$ cat src/rtl/step_ctrl.sv
// rtl/step_ctrl.sv - run/stop/single-step clock-enable sequencer with breakpoint
module step_ctrl #(
  parameter int DEBOUNCE_CYCLES = 250000,
  parameter int AW              = 32
) (
  input  logic          clk,
  input  logic          reset,
  input  logic          btn_run,
  input  logic          btn_step,
  input  logic [3:0]    rate_sel,
  input  logic          bp_en,
  input  logic [AW-1:0] bp_addr,
  input  logic [AW-1:0] addr,
  input  logic          fetch,
  output logic          cpu_ce,
  output logic [1:0]    state,
  output logic [31:0]   step_count,
  output logic          bp_hit
);

  typedef enum logic [1:0] {
    ST_STOP  = 2'd0,
    ST_RUN   = 2'd1,
    ST_STEP  = 2'd2,
    ST_BREAK = 2'd3
  } state_t;

  localparam int CW = (DEBOUNCE_CYCLES > 1) ? $clog2(DEBOUNCE_CYCLES) : 1;
  localparam logic [CW-1:0] CNT_LAST = CW'(DEBOUNCE_CYCLES - 1);

  // Bit 0 is the run button, bit 1 the step button throughout the button path.
  logic [1:0]    btn_raw;
  logic [1:0]    sync1;
  logic [1:0]    sync2;
  logic [1:0]    lvl;
  logic [1:0]    lvl_q;
  logic [CW-1:0] db_cnt [2];
  logic [1:0]    ev;
  logic          ev_run;
  logic          ev_step;

  state_t        st;
  logic [15:0]   div;
  logic [15:0]   rate_mask;
  logic          tick;
  logic          skip_bp;
  logic          bp_match;
  logic          issue;

  assign btn_raw = {btn_step, btn_run};

  // Two-flop synchronizer for the asynchronous buttons.
  always_ff @(posedge clk) begin
    if (reset) begin
      sync1 <= '0;
      sync2 <= '0;
    end else begin
      sync1 <= btn_raw;
      sync2 <= sync1;
    end
  end

  // Debounce: a new level must stay stable for DEBOUNCE_CYCLES cycles; any bounce back restarts the count.
  always_ff @(posedge clk) begin
    if (reset) begin
      lvl       <= '0;
      lvl_q     <= '0;
      db_cnt[0] <= '0;
      db_cnt[1] <= '0;
    end else begin
      lvl_q <= lvl;
      for (int i = 0; i < 2; i++) begin
        if (sync2[i] == lvl[i]) begin
          db_cnt[i] <= '0;
        end else if (db_cnt[i] == CNT_LAST) begin
          lvl[i]    <= sync2[i];
          db_cnt[i] <= '0;
        end else begin
          db_cnt[i] <= db_cnt[i] + 1'b1;
        end
      end
    end
  end

  assign ev      = lvl & ~lvl_q;
  assign ev_run  = ev[0];
  assign ev_step = ev[1];

  assign rate_mask = (16'd1 << rate_sel) - 16'd1;
  assign tick      = (div & rate_mask) == 16'd0;
  assign bp_match  = bp_en & fetch & (addr == bp_addr) & ~skip_bp;

  // A pulse is issued on entry to STEP (run wins over a simultaneous step) or on a non-trapping RUN tick.
  assign issue = ((st == ST_STOP || st == ST_BREAK) && ev_step && !ev_run)
              || (st == ST_RUN && !ev_run && tick && !bp_match);

  assign state  = st;
  assign bp_hit = (st == ST_BREAK);

  // Sequencer FSM with registered pulse, step counter, rate divider and breakpoint skip flag.
  always_ff @(posedge clk) begin
    if (reset) begin
      st         <= ST_STOP;
      cpu_ce     <= 1'b0;
      step_count <= '0;
      skip_bp    <= 1'b0;
      div        <= '0;
    end else begin
      cpu_ce <= issue;
      div    <= div + 16'd1;
      if (issue) begin
        step_count <= step_count + 32'd1;
      end
      // The skip survives until the resumed instruction has actually been enabled.
      if (cpu_ce) begin
        skip_bp <= 1'b0;
      end
      case (st)
        ST_STOP: begin
          if (ev_run) begin
            st  <= ST_RUN;
            div <= '0;
          end else if (ev_step) begin
            st <= ST_STEP;
          end
        end
        ST_RUN: begin
          if (ev_run) begin
            st      <= ST_STOP;
            skip_bp <= 1'b0;
          end else if (tick && bp_match) begin
            st <= ST_BREAK;
          end
        end
        ST_STEP: begin
          st      <= ST_STOP;
          skip_bp <= 1'b0;
        end
        ST_BREAK: begin
          if (ev_run) begin
            st      <= ST_RUN;
            div     <= '0;
            skip_bp <= 1'b1;
          end else if (ev_step) begin
            st <= ST_STEP;
          end
        end
        default: st <= ST_STOP;
      endcase
    end
  end

endmodule

$ cat config.mk
export PLATFORM = sky130hd
export DESIGN_NAME = step_ctrl
export DESIGN_NICKNAME = d
export VERILOG_FILES = /design/src/rtl/step_ctrl.sv
export SDC_FILE = /design/constraint.sdc
export NUM_CORES = 1
export LEC_CHECK = 0
export ABC_AREA = 0
export CORE_UTILIZATION = 56
export DETAILED_ROUTE_END_ITERATION = 6
export PLACE_DENSITY = 0.91
export REMOVE_ABC_BUFFERS = 1
export SLEW_MARGIN = 20
export SYNTH_ARGS = -nofsm -noshare
export SYNTH_HDL_FRONTEND = slang
export SYNTH_SLANG_ARGS = --single-unit
export TNS_END_PERCENT = 20
$ cat constraint.sdc
create_clock -name clk -period 7.2 [get_ports clk]
set_input_delay 1.44 -clock clk [delete_from_list [all_inputs] [get_ports clk]]
set_output_delay 1.44 -clock clk [all_outputs]
set_load 0.01 [all_outputs]
==> results.yml <==
routing:
  drtIter0Drc: 226
  avgViaCountPerCell: 5.72
  post_drt_wl_per_cell_um: 15.0
  routed-via-count: 4731
  ant_nets: 0
  detail_route.drc_violations: 0
  routed_wirelength_um: 12400
  drtPass1Iterations: 5
global_routing:
  grt_overflow_total: 0
  grtUsageTotal_pct: 25.3
  first_pass_grt_wire_length_um: 20100
  grt_antenna_before_repair: 0
  grt_max_degree: 63
  vias_in_the_first_global_route: 4496
timing:
  report.final.hold_viol_count: 0
  maxSlewViolCount: 0
  post-route-min-period_ns: 4.85
  tightest_slew_ns: 0.889
  rsz0062_at_grt: "false"
  fin_worst_skew_ns: 0.0162
  timing.fmax_mhz: 206
  slew_headroom_pct: 40.7
  setup_tns_ns: 0
  finalWorstSetupSlack_ns: 2.35
  final_number_of_setup_violating_endpoints: 0
  finalCritPeriodShare_pct: 67.3
clock_network:
  numCtsBuffers: 9
  maximum_root_to_sink_buffer_count: 2
  clock_sink_count: 95
  cts_post_setup_buffers_inserted: 0
  path_clk_slew_ns: 0.09
  cts_htree_levels: 3
  cts-resized-gates: 0
  insertion_delay_ns: 0.37
  hold_buffers: 0
  tritoncts_clock_tree: "yes"
  cts.root.buffer_cell: "sky130_fd_sc_hd__clkbuf_8"
die:
  start_util_pct: 57.8
  die-width_um: 99.4
  rows: 35
  die_area_sq_um: 9880
  top_level_ports: 110
  chipHeight_um: 99.4
  coreArea_sq_um: 9200
synth:
  yosys-top-cells-area: "sky130_fd_sc_hd__dfxtp_1, sky130_fd_sc_hd__edfxtp_1, sky130_fd_sc_hd__xor2_1"
  post-synth-top-area-fraction_pct: 22.2
  synth_most_common_cell: "sky130_fd_sc_hd__nor2_1"
  yosysTopAreaCell: "sky130_fd_sc_hd__dfxtp_1"
  netlist_top_cells_count: "sky130_fd_sc_hd__nor2_1, sky130_fd_sc_hd__xor2_1, sky130_fd_sc_hd__dfxtp_1"
  synthesis.yosys.warnings: 0
  async_reset_ff_share_pct: 0
  post_synth_inst_count: 586
  synth_ff_type: "sky130_fd_sc_hd__dfxtp_1"
  syn_area_per_cell_sq_um: 9.06
  seq_area_frac_synth_pct: 42.6
  mappedNetlistArea_sq_um: 5310
  synth.lib_cells_used.distinct: 46
  count_of_state_elements_after_synthesis: 95
  synth_edf_count: 36
place:
  place_hpwl_um: 8940
  port_buffers: 109
  pre_cts_ws_ns: 1.99
  gp_congestion: 0.880
  dpl-instance-area_sq_um: 6530
final_layout:
  final_design_area_no_fill_sq_um: 6740
  nNetsFinal: 793
  area.growth.synth_to_final_pct: 26.9
  n_antenna_cell: 0
  drive_gt1_share_pct: 3.63
worst_setup_path:
  reg2reg_depth: 7
  timing.critical_path.fanout_max: 62
  timing.rr.end: "step_count[15]"
  critPathCaptureType: "flip-flop"
  critical_path_class: "in2reg"
  startpoint_type: "input port"
  critPathRequiredTime_ns: 7.49
  worstReg2RegStart: "div[10]"
  critical_path_arrival_ns: 5.13
  ff2ff_setup_slack_ns: 4.74
hold_path:
  worstHoldEndpoint: "sync2[1]"
  number_of_stages_on_the_worst_hold_path: 1
  startpoint_of_the_most_critical_hold_path: "sync1[1]"
  timing.hold.worst.class: "reg2reg"
power_and_ir_drop:
  leakage_nw: 2.33
  total_power_mw: 1.15
  max-vdd-ir-drop_v: 0.000144
  power_per_cell_area_nw_per_um2: 171
job:
  max_cap_viol_count: 0
run_status:
  status: "completed"
==> how the worst max path moves through the flow <==
stage                startpoint  depth (start not counted)  slack, ns              to
global placement    rate_sel[3]                         10       2.14  step_count[26]
floorplan           rate_sel[3]                          9       3.00  step_count[10]
finish              rate_sel[3]                         10       2.35  step_count[15]
global route        rate_sel[3]                         10       2.14  step_count[15]
CTS                 rate_sel[3]                         10       2.38  step_count[10]
detailed placement  rate_sel[3]                         10       1.99  step_count[15]
==> layout make-up <==
type	instances	area [sq um]
clock buffer	10	128
clock inverter	6	60.1
fill	675	2460
inverter	11	41.3
multi-input combinational	484	3000
sequential	95	2260
tap	111	139
timing repair buffer	110	1110
==> flip-flops by register name (all words and copies together), names as in the netlist <==
name	flops
div	15
lvl_q	2
step_count	32
lvl	2
sync2	2
state	2
skip_bp	1
cpu_ce	1
db_cnt	36
sync1	2
==> power by group <==
group	total [mW]	internal (mW)	switching (mW)
Sequential	0.596	0.576	0.0197
Combinational	0.211	0.0995	0.111
Clock	0.345	0.160	0.185
==> cell usage in the layout, fill, tap and decap left out, types with 4 or more instances in the layout <==
cell type                         netlist  layout
sky130_fd_sc_hd__clkbuf_8               0       9
sky130_fd_sc_hd__xor2_1                60      60
sky130_fd_sc_hd__dfxtp_1               59      59
sky130_fd_sc_hd__o21ai_0               10      10
sky130_fd_sc_hd__and2_1                 7       7
sky130_fd_sc_hd__o22ai_1                4       4
sky130_fd_sc_hd__clkdlybuf4s50_1        0     108
sky130_fd_sc_hd__nand2_1               35      35
sky130_fd_sc_hd__o31ai_1               26      26
sky130_fd_sc_hd__nand3_1               34      34
sky130_fd_sc_hd__a21oi_1               40      40
sky130_fd_sc_hd__inv_1                 11      11
sky130_fd_sc_hd__conb_1                 1      36
sky130_fd_sc_hd__nor2b_1               13      12
sky130_fd_sc_hd__edfxtp_1              36      36
sky130_fd_sc_hd__xnor2_1               17      17
sky130_fd_sc_hd__nor2_1                62      62
sky130_fd_sc_hd__and4_1                 5       5
sky130_fd_sc_hd__nor3_1                 9       9
sky130_fd_sc_hd__and3_1                24      24
sky130_fd_sc_hd__ha_1                   8       8
sky130_fd_sc_hd__nor4_1                11      11
sky130_fd_sc_hd__nand4_1               20      20
sky130_fd_sc_hd__or4_1                 26      26
sky130_fd_sc_hd__or3_1                  7       7
==> worst max-delay path, cell delays in order <==
cell	delay (ns)
sky130_fd_sc_hd__clkdlybuf4s50_1	0.61
sky130_fd_sc_hd__or4_4	0.63
sky130_fd_sc_hd__ha_1	0.32
sky130_fd_sc_hd__or3b_2	0.25
sky130_fd_sc_hd__o22ai_1	0.08
sky130_fd_sc_hd__a211oi_1	0.25
sky130_fd_sc_hd__nand4_1	0.18
sky130_fd_sc_hd__o32a_4	0.61
sky130_fd_sc_hd__or4_1	0.57
sky130_fd_sc_hd__a21oi_1	0.17
==> through the flow <==
stage | cells | util, % | hold WS, ns
global placement | 810 | 71.0 | 0.423
floorplan | 590 | - | 0.414
global route | 827 | 73.3 | 0.480
finish | 827 | 73.3 | 0.460
CTS | 826 | 73.1 | 0.458
detailed placement | 810 | 71.0 | 0.435
==> logic make-up after synthesis <==
group	share of synthesized area (%)
compound gates	11.4
xor+xnor	12.7
fa+ha+maj	1.88
buf+inv	3.49
flops	42.6
mux	1.01
other cells	0.0706
simple gates	26.9
==> layer usage <==
layer | up-vias | GRT usage (%) | wire [um]
met5 | - | 0 | 0
met4 | 0 | 7.58 | 206
met3 | 24 | 5.55 | 521
met2 | 102 | 45.4 | 6480
met1 | 2245 | 30.2 | 5180
li1 | 2360 | - | -
Note: power is estimated with default switching activity, not from simulation.
==> variant 1, RTL diff (config.mk and constraints unchanged) <==
Change the parameter `DEBOUNCE_CYCLES` from 250000 to 125000.
--- a/src/rtl/step_ctrl.sv
+++ b/src/rtl/step_ctrl.sv
@@ -2,3 +2,3 @@
 module step_ctrl #(
-  parameter int DEBOUNCE_CYCLES = 250000,
+  parameter int DEBOUNCE_CYCLES = 125000,
   parameter int AW              = 32
Behaviour: same outputs for any inputs over 10 cycles, from zero or initial values and one cycle with reset high; that may be too few to reach the edited logic, so the function may still have changed.
==> variant 1 against the original RTL <==
Largest power group unchanged. Synthesized area decreased by 3.1%. Largest cell class unchanged. Critical path depth increased by 1. Fmax decreased by 2.5%. Clock skew decreased by 9.0 ps. Cell area decreased by 1.9%. Utilization increased by 1.8 points. Clock power increased by 3%. Sequential cell count decreased by 2. Routed wire length increased by 4.6%. Synthesized cell count decreased by 0.68%. Setup slack got worse by 120 ps. The flow now finishes with violations (DRC). Power increased by 0.94%. Sequential share of layout area decreased by 0.25 points.
==> variant 1: results <==
metrics = {
    "placed_design": {
        "pre_cts_slack_ps": 1830,
        "dp_hpwl_um": 9710,
        "gp_congestion": 0.916,
        "dpl_cell_area_sq_um": 6410,
        "dp.cells": 810,
        "portBuffers": 109,
    },
    "synth": {
        "synth_flop_cell": "dfxtp_1",
        "synth.distinct_cells": 49,
        "synth_mux_area_frac": 0.0146,
        "synthTopCellsByArea": "dfxtp_1 (23%), edfxtp_1 (20%), xnor2_1 (7.5%)",
        "synth_edf_count": 34,
        "async_flop_share": 0,
        "synthAdderAreaFrac": 0.0194,
        "avgSynthCellArea_sq_um": 8.85,
        "ys_top_cells_by_count": "nor2_1 (74), dfxtp_1 (59), xnor2_1 (44), nand2_1 (43)",
        "yosysWarnings": 0,
        "synth-xor-area-share": 0.129,
        "ys_seq_area_frac": 0.428,
        "synth-compound-area-share": 0.104,
    },
    "pwr": {
        "p_leak_nw": 2.21,
        "peakVddDrop_uv": 187,
    },
    "timing": {
        "fin_skew_ps": 7.18,
        "slew_headroom": 0.392,
        "finalCritPeriodShare": 0.691,
    },
    "run_status": {
        "outcome": "finished with violations",
        "violations": "DRC",
    },
    "cts": {
        "post_cts_buffers": 0,
        "cts_made_buffers": 9,
        "htree_levels": 3,
        "cts_resized": 0,
        "clkLatencyLatePin_ps": 360,
        "clk_path_buf_depth": 2,
        "cts_root_buffer": "clkbuf_8",
        "clk_pin_slew_ps": 100,
    },
    "cells_and_area": {
        "antennaDiodeCount": 0,
        "fin_cells": 826,
        "final_nets": 795,
        "top_regs": "db_cnt (34), step_count (32), div (15)",
        "drive_gt1_frac": 0.0390,
    },
    "setup_path": {
        "arrival_ps": 5250,
        "critPathCapture": "step_count[25]",
        "crit_fanout": 30,
        "reg2reg_slack_ps": 4460,
        "crit_path_top_delay_cell": "clkdlybuf4s50_1",
        "reg2reg_depth": 9,
        "timing.rr.start": "step_count[0]",
        "slowest_delay_ps": 650,
        "critical-path-top-delay-family": "simple AND/OR/NAND/NOR gates",
        "r2r_end": "step_count[26]",
    },
    "route": {
        "drtIter0Drc": 364,
        "drtPass1Iterations": 7,
        "route.detailed.drc": 1,
        "vias_per_cell": 5.77,
        "drt-total-wl_um": 13000,
    },
    "global_route": {
        "grt_pass1_wl_um": 21700,
        "grtUsageTotal": 0.279,
        "grt_pass1_vias": 4709,
        "antenna_found_initial": 0,
        "grt_max_degree": 52,
    },
    "min_path": {
        "holdCritPathClass": "flip-flop to flip-flop",
    },
}
[variant 1: cell types whose count changed after synthesis, moves of 12 or more]
cell	unedited run	this run
xor2_1	60	32
xnor2_1	17	44
o31ai_1	26	9
or3_1	7	22
or4_1	26	11
o21ai_0	10	23
nor2_1	62	74
[variant 1: layer usage]
layer,GRT usage,routed length [um]
met2,0.468,6280
met4,0.0991,352
met5,0,0
met3,0.0601,859
met1,0.355,5460
[variant 1: worst reg2reg max path, stage by stage (launching register included)]
cell      delay [ps]
dfxtp_1          440
ha_1             200
nand3_1          130
nor4bb_1         560
nand2_1          140
nor4_1           230
a21boi_1         110
buf_4            210
or4_1            510
a21oi_1          140
[variant 1: where the power goes]
group | total, mW | switching [mW] | leakage, nW | internal (mW)
Sequential | 0.584 | 0.0205 | 0.828 | 0.563
Combinational | 0.223 | 0.116 | 1.29 | 0.107
Clock | 0.356 | 0.194 | 0.100 | 0.162
Total | 1.16 | 0.330 | 2.21 | 0.832
[variant 1: layout make-up]
type | count | area [sq um]
multi-input combinational | 490 | 2950
clock buffer | 9 | 124
clock inverter | 7 | 71.3
tap | 108 | 135
sequential | 93 | 2200
inverter | 9 | 33.8
timing repair buffer | 110 | 1090
fill | 596 | 2200
[variant 1: how the worst min path moves through the flow]
stage                        start  endpoint  slack (ps)  cells past startpoint
after floorplan           sync1[0]  sync2[0]         410                      1
after global placement    sync1[1]  sync2[1]         420                      1
after detailed placement  sync1[1]  sync2[1]         440                      1
after CTS                 sync1[0]  sync2[0]         460                      1
after global routing      sync1[0]  sync2[0]         470                      1
final                     sync1[0]  sync2[0]         460                      1
==> variant 2, RTL diff (config.mk and constraints unchanged) <==
Without the edit above. Put one more register stage on the output `step_count`, with the module's reset. The value now appears one clock later. The other outputs are not delayed to match.
--- a/src/rtl/step_ctrl.sv
+++ b/src/rtl/step_ctrl.sv
@@ -29,2 +29,4 @@
   localparam logic [CW-1:0] CNT_LAST = CW'(DEBOUNCE_CYCLES - 1);
+
+  logic [31:0] step_count_s0;
 
@@ -104,3 +106,3 @@
       cpu_ce     <= 1'b0;
-      step_count <= '0;
+      step_count_s0 <= '0;
       skip_bp    <= 1'b0;
@@ -111,3 +113,3 @@
       if (issue) begin
-        step_count <= step_count + 32'd1;
+        step_count_s0 <= step_count_s0 + 32'd1;
       end
@@ -152,2 +154,10 @@
 
+  always_ff @(posedge clk) begin
+    if (reset) begin
+      step_count <= '0;
+    end else begin
+      step_count <= step_count_s0;
+    end
+  end
+
 endmodule
Check against the original RTL: same outputs for any inputs over 10 cycles, from zero or initial values and one cycle with reset high; that may be too few to reach the edited logic, so the function may still have changed.
==> variant 2 against the original RTL <==
Sequential share of layout area up 3.5 points. Sequential cell count up 32. Power up 53%. Setup slack better by 49 ps. Routed wire length up 11%. Utilization up 2.5 points. Hold slack worse by 24 ps. Clock skew down 9.1 ps. Cell area up 16%. Global-route usage down 0.11 points. Register-to-register slack worse by 470 ps. Die area up 12%. Synthesized area up 13%. Highest routed layer unchanged.
==> variant 2: results <==
metrics = {
    "synth": {
        "yosysWarnings": 0,
        "async_flop_share": 0,
        "ys_top_cells_by_count": "dfxtp_1 (91), nor2_1 (78), xor2_1 (56), nand2_1 (39), nand3_1 (38)",
        "synth.distinct_cells": 49,
        "ys_seq_area_frac": 0.485,
        "synth_edf_count": 36,
        "synthCells": 642,
        "synthTopCellsByArea": "dfxtp_1 (30%), edfxtp_1 (18%), xor2_1 (8.2%)",
        "synth_flop_cell": "dfxtp_1",
    },
    "cts": {
        "post_cts_buffers": 0,
        "cts_root_buffer": "clkbuf_8",
        "cts_made_buffers": 17,
        "clk_pin_slew_ps": 60,
        "clkLatencyLatePin_ps": 510,
        "cts_resized": 0,
        "clk_path_buf_depth": 2,
        "htree_levels": 4,
    },
    "route": {
        "vias_per_cell": 5.56,
        "drtPass1Iterations": 6,
        "routedWlPerCell_um": 14.8,
        "drtIter0Drc": 338,
        "vias": 5136,
    },
    "setup_path": {
        "arrival_ps": 5240,
        "reg2reg_depth": 7,
        "reg2reg_slack_ps": 4270,
        "crit_fanout": 58,
    },
    "timing": {
        "fin_skew_ps": 7.08,
        "slew_headroom": 0.367,
        "hold-worst-slack_ps": 437,
    },
    "global_route": {
        "grt_pass1_wl_um": 22100,
        "grtUsageTotal": 0.251,
        "antenna_found_initial": 0,
        "grt_pass1_vias": 4968,
        "grt_max_degree": 59,
    },
    "min_path": {
        "holdCritPathClass": "flip-flop to flip-flop",
        "whs_path_depth": 1,
    },
    "run_status": {
        "outcome": "complete, no violations",
    },
    "placed_design": {
        "dp.cells": 895,
        "portBuffers": 109,
        "gp_congestion": 0.933,
        "dp_hpwl_um": 9370,
    },
    "cells_and_area": {
        "antennaDiodeCount": 0,
        "fillers": 668,
        "drive_gt1_frac": 0.0482,
        "largest_reg_flops": 36,
        "top_regs": "db_cnt (36), step_count (32), step_count_s0 (32)",
        "final_nets": 860,
    },
    "pwr": {
        "peakVddDrop_uv": 131,
        "p_leak_nw": 2.78,
    },
}
-- variant 2: report_power, final --
group / switching (mW) / internal (mW) / total (mW)
clock network: 0.284 / 0.497 / 0.782
registers: 0.0218 / 0.755 / 0.777
logic: 0.110 / 0.0989 / 0.208
-- variant 2: layout make-up --
class                      count  area share
clock inverter                 3     0.00272
clock buffer                  26      0.0679
tap                          136      0.0217
multi-input combinational    509       0.391
sequential                   127       0.371
timing repair buffer         110       0.140
inverter                      13     0.00624
-- variant 2: metal layers --
metal	GRT usage	part of all wire	up-vias
li1	-	-	2503
met5	0	0	-
met4	0.115	0.020	0
met1	0.276	0.40	2407
met3	0.0798	0.084	23
met2	0.442	0.50	203
-- variant 2: cell families (layout without fill, tap and decap cells) --
family	count (synthesis)	count (layout)	synth area share
simple gates	297	297	0.261
flops	127	127	0.485
compound gates	80	80	0.0792
xor+xnor	80	80	0.117
buf+inv	41	152	0.0265
fa+ha+maj	8	8	0.0167
mux	8	8	0.0144
other cells	1	36	0.000626
-- variant 2: worst paths after layout --
check	from	end
setup / recovery	rate_sel[3]	step_count_s0[12]
hold / removal	sync1[1]	sync2[1]
setup reg to reg	step_count_s0[3]	step_count_s0[29]
hold reg to reg	sync1[1]	sync2[1]
-- variant 2: stage by stage --
stage          cell area, sq um  utilization  setup WS [ps]  power [mW]
2_1_floorplan              6010            -           3100       0.893
3_3_place_gp               7270        0.705           2350       0.978
3_5_place_dp               7270        0.705           2050       0.995
4_1_cts                    7830        0.758           2520        1.78
5_1_grt                    7830        0.758           2230        1.83
6_report                   7830        0.758           2400        1.77
-- variant 2: worst max-delay path: stages --
cell             delay, ps
clkdlybuf4s50_1        670
nor3_2                 410
nand2_1                140
ha_1                   330
xor2_1                 200
nor3_1                  90
a31oi_1                220
o2111ai_1              190
o31a_2                 700
or4_1                  640
a21oi_1                180
